==> src/rtl/sram_ws_wrapper.sv <==
// Line-wide Wishbone to word-wide SRAM controller bridge: one request becomes a 16-word burst, then a single ack.
// Optional macro SRAM_WS_SKIP_MASKED_EN: on writes, words with an all-zero byte mask are skipped.
module sram_ws_wrapper #(
   parameter int unsigned WORDS  = 16,
   parameter int unsigned WORD_W = 48,
   parameter int unsigned ADDR_W = 32
) (
   input  logic                      clkCPU,
   input  logic                      rst,
   input  logic [ADDR_W-1:0]         ws_addr,
   input  logic [WORDS*WORD_W-1:0]   ws_din,
   input  logic [WORDS*WORD_W/8-1:0] ws_dm,
   input  logic                      ws_stb,
   input  logic                      ws_we,
   output logic                      ws_ack,
   output logic [WORDS*WORD_W-1:0]   ws_dout,
   input  logic [WORD_W-1:0]         sramOutData,
   output logic [ADDR_W-1:0]         sramAddr,
   output logic [WORD_W-1:0]         sramInData,
   output logic [WORD_W/8-1:0]       sramDm,
   output logic                      sramStb,
   input  logic                      sramNak
);

   localparam int unsigned IDX_W  = $clog2(WORDS);
   localparam int unsigned BE_W   = WORD_W / 8;
   localparam int unsigned LINE_W = WORDS * WORD_W;
   localparam int unsigned DM_W   = WORDS * BE_W;
   localparam int unsigned OFF_W  = IDX_W + 2;
   localparam int unsigned TAG_W  = ADDR_W - OFF_W;

   typedef enum logic [1:0] {IDLE, BUSY, ACK} state_t;

   state_t             state_q, state_d;
   logic [IDX_W-1:0]   idx_q, idx_d;
   logic [TAG_W-1:0]   line_q, line_d;
   logic [LINE_W-1:0]  din_q, din_d;
   logic [DM_W-1:0]    dm_q, dm_d;
   logic               we_q, we_d;
   logic [LINE_W-1:0]  dout_q, dout_d;

   logic unused_addr_bits;
   assign unused_addr_bits = ^ws_addr[OFF_W-1:0];

`ifdef SRAM_WS_SKIP_MASKED_EN
   // First word at or after start with a non-zero mask; MSB set when none is left.
   function automatic logic [IDX_W:0] next_word(input logic [DM_W-1:0] dm, input logic [IDX_W:0] start);
      logic [IDX_W:0] r;
      r = (IDX_W+1)'(WORDS);
      for (int i = WORDS - 1; i >= 0; i--) begin
         if ((IDX_W+1)'(i) >= start && dm[i*BE_W +: BE_W] != '0) r = (IDX_W+1)'(i);
      end
      return r;
   endfunction
   logic [IDX_W:0] nxt_c;
`endif

   always_ff @(posedge clkCPU or negedge rst) begin
      if (!rst) begin
         state_q <= IDLE;
         idx_q   <= '0;
         line_q  <= '0;
         din_q   <= '0;
         dm_q    <= '0;
         we_q    <= 1'b0;
         dout_q  <= '0;
      end else begin
         state_q <= state_d;
         idx_q   <= idx_d;
         line_q  <= line_d;
         din_q   <= din_d;
         dm_q    <= dm_d;
         we_q    <= we_d;
         dout_q  <= dout_d;
      end
   end

   always_comb begin
      state_d = state_q;
      idx_d   = idx_q;
      line_d  = line_q;
      din_d   = din_q;
      dm_d    = dm_q;
      we_d    = we_q;
      dout_d  = dout_q;
`ifdef SRAM_WS_SKIP_MASKED_EN
      nxt_c   = '0;
`endif
      case (state_q)
         IDLE: begin
            if (ws_stb) begin
               line_d  = ws_addr[ADDR_W-1:OFF_W];
               din_d   = ws_din;
               dm_d    = ws_dm;
               we_d    = ws_we;
               idx_d   = '0;
               state_d = BUSY;
`ifdef SRAM_WS_SKIP_MASKED_EN
               if (ws_we) begin
                  nxt_c = next_word(ws_dm, '0);
                  if (nxt_c[IDX_W]) state_d = ACK;
                  else              idx_d   = nxt_c[IDX_W-1:0];
               end
`endif
            end
         end
         BUSY: begin
            // A word completes on any edge the controller does not nak.
            if (!sramNak) begin
               if (!we_q) dout_d[idx_q*WORD_W +: WORD_W] = sramOutData;
`ifdef SRAM_WS_SKIP_MASKED_EN
               if (we_q) begin
                  nxt_c = next_word(dm_q, {1'b0, idx_q} + (IDX_W+1)'(1));
                  if (nxt_c[IDX_W]) state_d = ACK;
                  else              idx_d   = nxt_c[IDX_W-1:0];
               end else
`endif
               if (idx_q == IDX_W'(WORDS - 1)) state_d = ACK;
               else                            idx_d   = idx_q + IDX_W'(1);
            end
         end
         ACK:     state_d = IDLE;
         default: state_d = IDLE;
      endcase
   end

   assign ws_ack     = (state_q == ACK);
   assign sramStb    = (state_q == BUSY);
   assign ws_dout    = dout_q;
   assign sramAddr   = {line_q, idx_q, 2'b00};
   assign sramInData = din_q[idx_q*WORD_W +: WORD_W];
   assign sramDm     = (state_q == BUSY && we_q) ? dm_q[idx_q*BE_W +: BE_W] : '0;

endmodule

==> config.mk <==
export PLATFORM = sky130hd
export DESIGN_NAME = sram_ws_wrapper
export DESIGN_NICKNAME = d
export VERILOG_FILES = /design/src/rtl/sram_ws_wrapper.sv
export SDC_FILE = /design/constraint.sdc
export NUM_CORES = 2
export LEC_CHECK = 0
export CAP_MARGIN = 15
export CELL_PAD_IN_SITES_DETAIL_PLACEMENT = 1
export CELL_PAD_IN_SITES_GLOBAL_PLACEMENT = 1
export CORE_AREA = 4 4 703 705
export CTS_CLUSTER_DIAMETER = 150
export DETAILED_ROUTE_END_ITERATION = 7
export DIE_AREA = 0 0 707 709
export GPL_TIMING_DRIVEN = 1
export PLACE_DENSITY = 0.36
export SLEW_MARGIN = 20
export SYNTH_ARGS = -nofsm -noshare
export SYNTH_HDL_FRONTEND = slang
export SYNTH_SLANG_ARGS = --single-unit
==> constraint.sdc <==
create_clock -name clkCPU -period 7.7 [get_ports clkCPU]
set_input_delay 1.54 -clock clkCPU [delete_from_list [all_inputs] [get_ports clkCPU]]
set_output_delay 1.54 -clock clkCPU [all_outputs]
set_load 0.01 [all_outputs]
* Word level (Yosys, flattened, before mapping)
Cells that the tools add are included.
** Storage, ports and cells
- Output and inout bits :: 856
- Memory bits (writable) :: 0
- Latch bits :: 0
- Memory bits (read-only) :: 0
- Input port bits :: 949
- Memories kept :: 0
- Register bits after elaboration :: 1665
** Operators by class
- Bitwise logic cells :: 2
- Shift-type cells :: 4
- $add $sub $neg :: 2
- $lt $le $gt $ge :: 0
- Reduce and logical (&&, ||, !) cells :: 7
- Div/mod/pow operators :: 0
- Multiplexer cells :: 10
- Multipliers :: 2
- Eq/ne operators :: 7
** Operator list (number)
- $bwmux W768 :: 1
- $shift A48 B34 Y768 const A :: 1
- $shiftx A48 B34 Y768 :: 1
- $shiftx A768 B11 Y48 :: 1
- $shiftx A96 B8 Y6 :: 1
- $neg A10 Y34 :: 1
- $mul A4 B2 Y6 const B :: 2
- $mux W4 :: 3
- $pmux W4 S2 :: 1
- $mux W2 :: 3
- $mux W6 :: 1
- $ne A2 B2 Y1 const B :: 3
- $reduce_and A3 Y1 :: 2
- $add A4 B1 Y4 const B :: 1
- $eq A4 B4 Y1 const B :: 1
- $pmux W2 S2 :: 1
- $reduce_and A4 Y1 :: 1
- $eq A2 B1 Y1 const B :: 1
- $eq A2 B2 Y1 const B :: 1
- $logic_not A2 Y1 :: 1
- $ne A2 B1 Y1 const B :: 1
- $not A1 Y1 :: 2
- $reduce_and A2 Y1 :: 1
- $reduce_bool A2 Y1 :: 1
- $logic_and A1 B1 Y1 :: 1

* Depth between registers and ports, before layout
- Depth in word-level cells :: 4
- Mapped depth :: 19

* Least setup slack after synthesis
OpenSTA, ideal clock, no wires.
- Kind :: reg-to-reg
- Start :: register idx_q[2]
- End :: register dout_q[550] (netlist: ws_dout[550])
- Stages on the path, launching flop included :: 17
- Required time :: 7.575 ns
- Path buffers :: 4
- Slack :: 2.588 ns
- Arrival :: 4.988 ns
- Path through :: dfrtp_1 -> clkbuf_1 -> buf_1 -> inv_1 -> ha_1 -> nand2b_1 -> and3_1 -> clkbuf_1 -> nor2_1 -> nor4_1 -> ha_1 -> clkinv_1 -> a211oi_1 -> a31oi_1 -> nor3b_2 -> buf_2 -> mux2_2
** On the way
- Longest elaborated chain between the ends :: 4
** RTL lines
- start: declaration :: RTL line 35 : logic [IDX_W-1:0] idx_q, idx_d;
- start signal: assignment :: RTL line 69 : idx_q <= idx_d;
- $mul A4 B2 Y6 * :: RTL line 110 : if (!we_q) dout_d[idx_q*WORD_W +: WORD_W] = sramOutData;
- $neg A10 Y34 * :: RTL line 110
- $shiftx A48 B34 Y768 / $shift A48 B34 Y768 (equally long branches) :: RTL line 110
- $bwmux W768 * :: RTL line 110
- end signal: assignment :: RTL line 74 : dout_q <= dout_d;
- end: declaration :: RTL line 40 : logic [LINE_W-1:0] dout_q, dout_d;
Mark *: on every way between the ends. The rest lies on a longest branch, timed or not.
A chain may end at the register's enable or synchronous reset.

* Worst setup path in the final report
- Start :: register idx_q[0]
- End :: output port sramInData[6]
** On the way
- Longest elaborated chain between the ends :: 2
** RTL lines
- $mul A4 B2 Y6 :: RTL line 131 : assign sramInData = din_q[idx_q*WORD_W +: WORD_W];
- $shiftx A768 B11 Y48 :: RTL line 131
- end: declaration :: RTL line 19 : output logic [WORD_W-1:0] sramInData,
No other way between the ends.

==> tab_implementation.tex <==
\begin{tabular}{lr}
\hline
Metric & Value \\
\hline
\multicolumn{2}{l}{\textbf{Run status}} \\
Status & finished, final reports clean \\
\multicolumn{2}{l}{\textbf{Timing}} \\
Final setup viols & 0 \\
Period utilization & 0.883 \\
Hold\_ws & $\sim$0.48 ns \\
Unrepaired setup endpoints after global routing & false \\
Final number of hold-violating endpoints & 0 \\
Final max-slew violation count & 0 \\
Total Neg Setup Slack & 0 ns \\
Relative slew margins & 0.188 \\
Worst Skew & $\sim$0.081 ns \\
Post-route minimum period & just under 7 ns \\
Maximum operating frequency & roughly 150 MHz \\
Transition time at the pin with the least slew margin & approximately 1.2 ns \\
\multicolumn{2}{l}{\textbf{Critical path}} \\
Minimum setup slack among reg-to-reg paths & about 1.6 ns \\
Destination of the worst register-to-register timing path & ws\_dout[310]\$\_DFFE\_PN0P\_ \\
Critical path data arrival time & $\sim$5.3 ns \\
Sort of element at the start of the critical path & register \\
Worst reg2reg startpoint & idx\_q[1]\$\_DFFE\_PN0P\_ \\
Reg2Reg Depth & 13 \\
Worst setup path category & reg2out \\
Peak fanout along the critical path & 36 \\
Worst setup startpoint & idx\_q[0]\$\_DFFE\_PN0P\_ \\
Kind of capture point of the worst setup path & output pin \\
Required time at the endpoint of the critical path & 6.16 ns \\
\multicolumn{2}{l}{\textbf{Floorplanning}} \\
Chip Width & about 710 µm \\
Floorplan die area & between 500000 and 600000 µm² \\
Vert. Die Dim & roughly 700 µm \\
Core box area & 488000 µm² \\
Cell row count & approximately 260 \\
Initial core utilization & 0.148 \\
Top-Level Pins & between 1500 and 2000 \\
\multicolumn{2}{l}{\textbf{Clock tree}} \\
Post\_cts resized & 0 \\
Buffer type at the clock tree root & clkbuf\_16 \\
Clk slew on worst S/H paths & $\sim$0.05 ns \\
Max clock buf depth & 4 \\
Post-cts hold buffer count & 0 \\
Number of setup buffers added after CTS & 0 \\
Clock sink total & about 1700 \\
Total number of H-tree levels & 4 \\
Total clock buffers created by CTS & 225 \\
Later-pin clock latency in the skew report & just over 0.9 ns \\
TritonCTS clock tree & yes \\
\multicolumn{2}{l}{\textbf{Power}} \\
Total power of the final layout & 43200 µW \\
Leakage & about 0.042 µW \\
Maximum resistive drop on vdd & between 0.4 and 0.5 mV \\
Total power density per cell area & approximately 400 nW/µm² \\
\multicolumn{2}{l}{\textbf{Synthesis}} \\
Post-synthesis cell type count & 76 \\
Sequential cell area fraction in the yosys report & 0.577 \\
Simple-gate share of the synthesized area & 0.0430 \\
Total standard cell area after synthesis & about 72000 µm² \\
Multiplexer fraction of the synthesized cell area & 0.302 \\
Xor/xnor cell area share of the yosys netlist & 0.00144 \\
Yosys warning count & 0 \\
Combinational family with the most area after synthesis & multiplexers \\
Area share of fa/ha/maj cells after synthesis & 0.00132 \\
Share of flip-flops with an asynchronous set or reset after synthesis & 1.00 \\
Share of the synthesized area in compound gates (AO/OA/AOI/OAI) & 0.0526 \\
Post-Synthesis Cells & $\sim$5100 \\
Register bit count reported by yosys & around 1700 \\
Number of enable-type register cells in the synthesized netlist & 0 \\
Post-synthesis average cell area & 14.2 µm² \\
Most used flip-flop cell after synthesis & dfrtp\_1 \\
\multicolumn{2}{l}{\textbf{GRT}} \\
Total global routing track utilization & 0.174 \\
Number of antenna violations at the first check in global routing & between 300 and 400 \\
Pin count of the biggest net entering global routing & 170 \\
Wire length of the first global-routing pass & approximately 600 mm \\
Number of global-route vias before repair & 57300 \\
Global route overflow & 0 \\
\multicolumn{2}{l}{\textbf{Place}} \\
Instance count after placement with tap cells included & around 13000 \\
Weighted congestion at the end of routability-driven global placement & just over 0.8 \\
Post-detailed-placement half-perimeter wirelength & approximately 360 mm \\
Count of port buffers added during placement & 1796 \\
\multicolumn{2}{l}{\textbf{Hold path}} \\
Path category of the worst min-delay check & reg2reg \\
Hold Crit Depth & 2 \\
Hold Crit Start & ws\_dout[90]\$\_DFFE\_PN0P\_ \\
Hold-critical path endpoint & ws\_dout[90]\$\_DFFE\_PN0P\_ \\
\multicolumn{2}{l}{\textbf{Route}} \\
Detailed-routing iteration count for the pre-antenna-repair pass & 4 \\
Detail Route Antenna Nets & 0 \\
Remaining design rule violation count & 0 \\
Routed length per placed instance & around 33 µm \\
Count of vias placed by the detailed router & between 50000 and 60000 \\
Detailed-route wire length & approximately 450 mm \\
Starting DRC count in detailed routing & between 2000 and 3000 \\
Detailed-route vias per instance & $\sim$3.9 \\
\multicolumn{2}{l}{\textbf{Run}} \\
Count of max-cap constraint violations & 0 \\
\multicolumn{2}{l}{\textbf{Finish}} \\
Commonest cells after routing, fill and taps aside & clkdlybuf4s50\_1, dfrtp\_1, mux2\_2 \\
Final net count & 7861 \\
Most common library cell in the layout ignoring fill and taps & clkdlybuf4s50\_1 \\
End-of-flow core utilization & 0.217 \\
Number of standard cells in the final layout excluding fillers & around 14000 \\
Share of layout cells above drive strength 1 & 0.307 \\
Area growth syn-to-layout & 47.0\% \\
\hline
\end{tabular}
-- worst max path at each step --
stage | to | slack, ns | cells past startpoint
after floorplan | ws_dout[550]$_DFFE_PN0P_ | 2.59 | 16
after CTS | sramInData[6] | 0.51 | 5
after global placement | ws_dout[309]$_DFFE_PN0P_ | 1.36 | 12
after detailed placement | ws_dout[310]$_DFFE_PN0P_ | 1.40 | 12
after global routing | sramInData[6] | 0.53 | 5
final | sramInData[6] | 0.90 | 5
-- worst max-delay path: stages (launching register included) --
cell             delay (ns)
dfrtp_4                0.79
buf_4                  0.77
buf_4                  0.68
mux4_2                 0.70
mux4_2                 0.52
clkdlybuf4s50_1        0.76
-- through the flow --
| stage | area, µm² | worst slack, ns |
|---|---|---|
| floorplan | 72200 | 2.59 |
| detailed placement | 98500 | 1.40 |
| CTS | 106000 | 0.512 |
| finish | 106000 | 0.898 |
| global placement | 98500 | 1.36 |
| global route | 106000 | 0.527 |
-- report_power, final --
group | leakage, µW | internal [µW] | total, µW | switching (µW)
Combinational | 0.0178 | 7710 | 19800 | 12100
Sequential | 0.0210 | 11200 | 12800 | 1590
Clock | 0.00358 | 6140 | 10600 | 4450
Total | 0.0424 | 25100 | 43200 | 18100
-- sequential cells by signal (all words and copies together) (netlist names) --
register and count:
line_q 26, dm_q 96, ws_dout 768, state_q 2, we_q 1, din_q 768, idx_q 4
-- Yosys cell counts, types with 3 or more instances --
cell type / number / area (µm²)
nor3_1: 26 / 130
o31ai_1: 80 / 601
nand3_1: 48 / 240
or2_1: 3 / 18.8
mux2_2: 1328 / 15000
buf_1: 41 / 154
nor4_1: 23 / 144
xnor2_1: 8 / 70.1
nor2_1: 127 / 477
nor2b_1: 30 / 188
nand3b_1: 7 / 52.6
a21o_1: 25 / 188
inv_1: 40 / 150
a21oi_1: 101 / 505
nand4_1: 7 / 43.8
o21ai_0: 255 / 1280
mux2i_1: 71 / 711
o2bb2ai_1: 48 / 420
a22o_1: 21 / 184
a2bb2oi_1: 7 / 61.3
o211ai_1: 10 / 75.1
mux4_2: 270 / 6080
clkbuf_1: 300 / 1130
a22oi_1: 4 / 30.0
buf_4: 4 / 30.0
dfrtp_1: 1665 / 41700
nand2b_1: 7 / 43.8
ha_1: 6 / 75.1
buf_2: 37 / 185
a32oi_1: 14 / 123
nand2_1: 402 / 1510
or3_1: 4 / 25.0
and3_1: 10 / 62.6
a31oi_1: 4 / 25.0
and2_1: 4 / 25.0
-- final cells by class --
cell class,count,area [µm²]
well taps,6475,8100
fillers,53700,382000
repair buffers,1971,19600
flip-flops and latches,1665,41700
clock buffers,329,6560
multi-input cells,3000,29100
diodes,82,205
clock inverters,73,702
inverters,42,158
-- routing by layer --
metal | global-route usage | wire, µm
met5 | 0 | 1300
met4 | 0.0475 | 16300
met2 | 0.340 | 246000
met1 | 0.174 | 152000
met3 | 0.0548 | 32400
-- cells by family (layout without fill, tap and decap cells) --
logic type                 count (synthesis)  count (layout)
buffers and inverters                    425            2415
other                                      1              84
and+or+nand+nor                          714             714
xor gates and xnor gates                  11              11
DFF                                     1665            1665
AOI/OAI and AO/OA                        595             595
adders and majority gates                  7               7
muxes                                   1671            1671
Power figures use the tool's default switching activity.
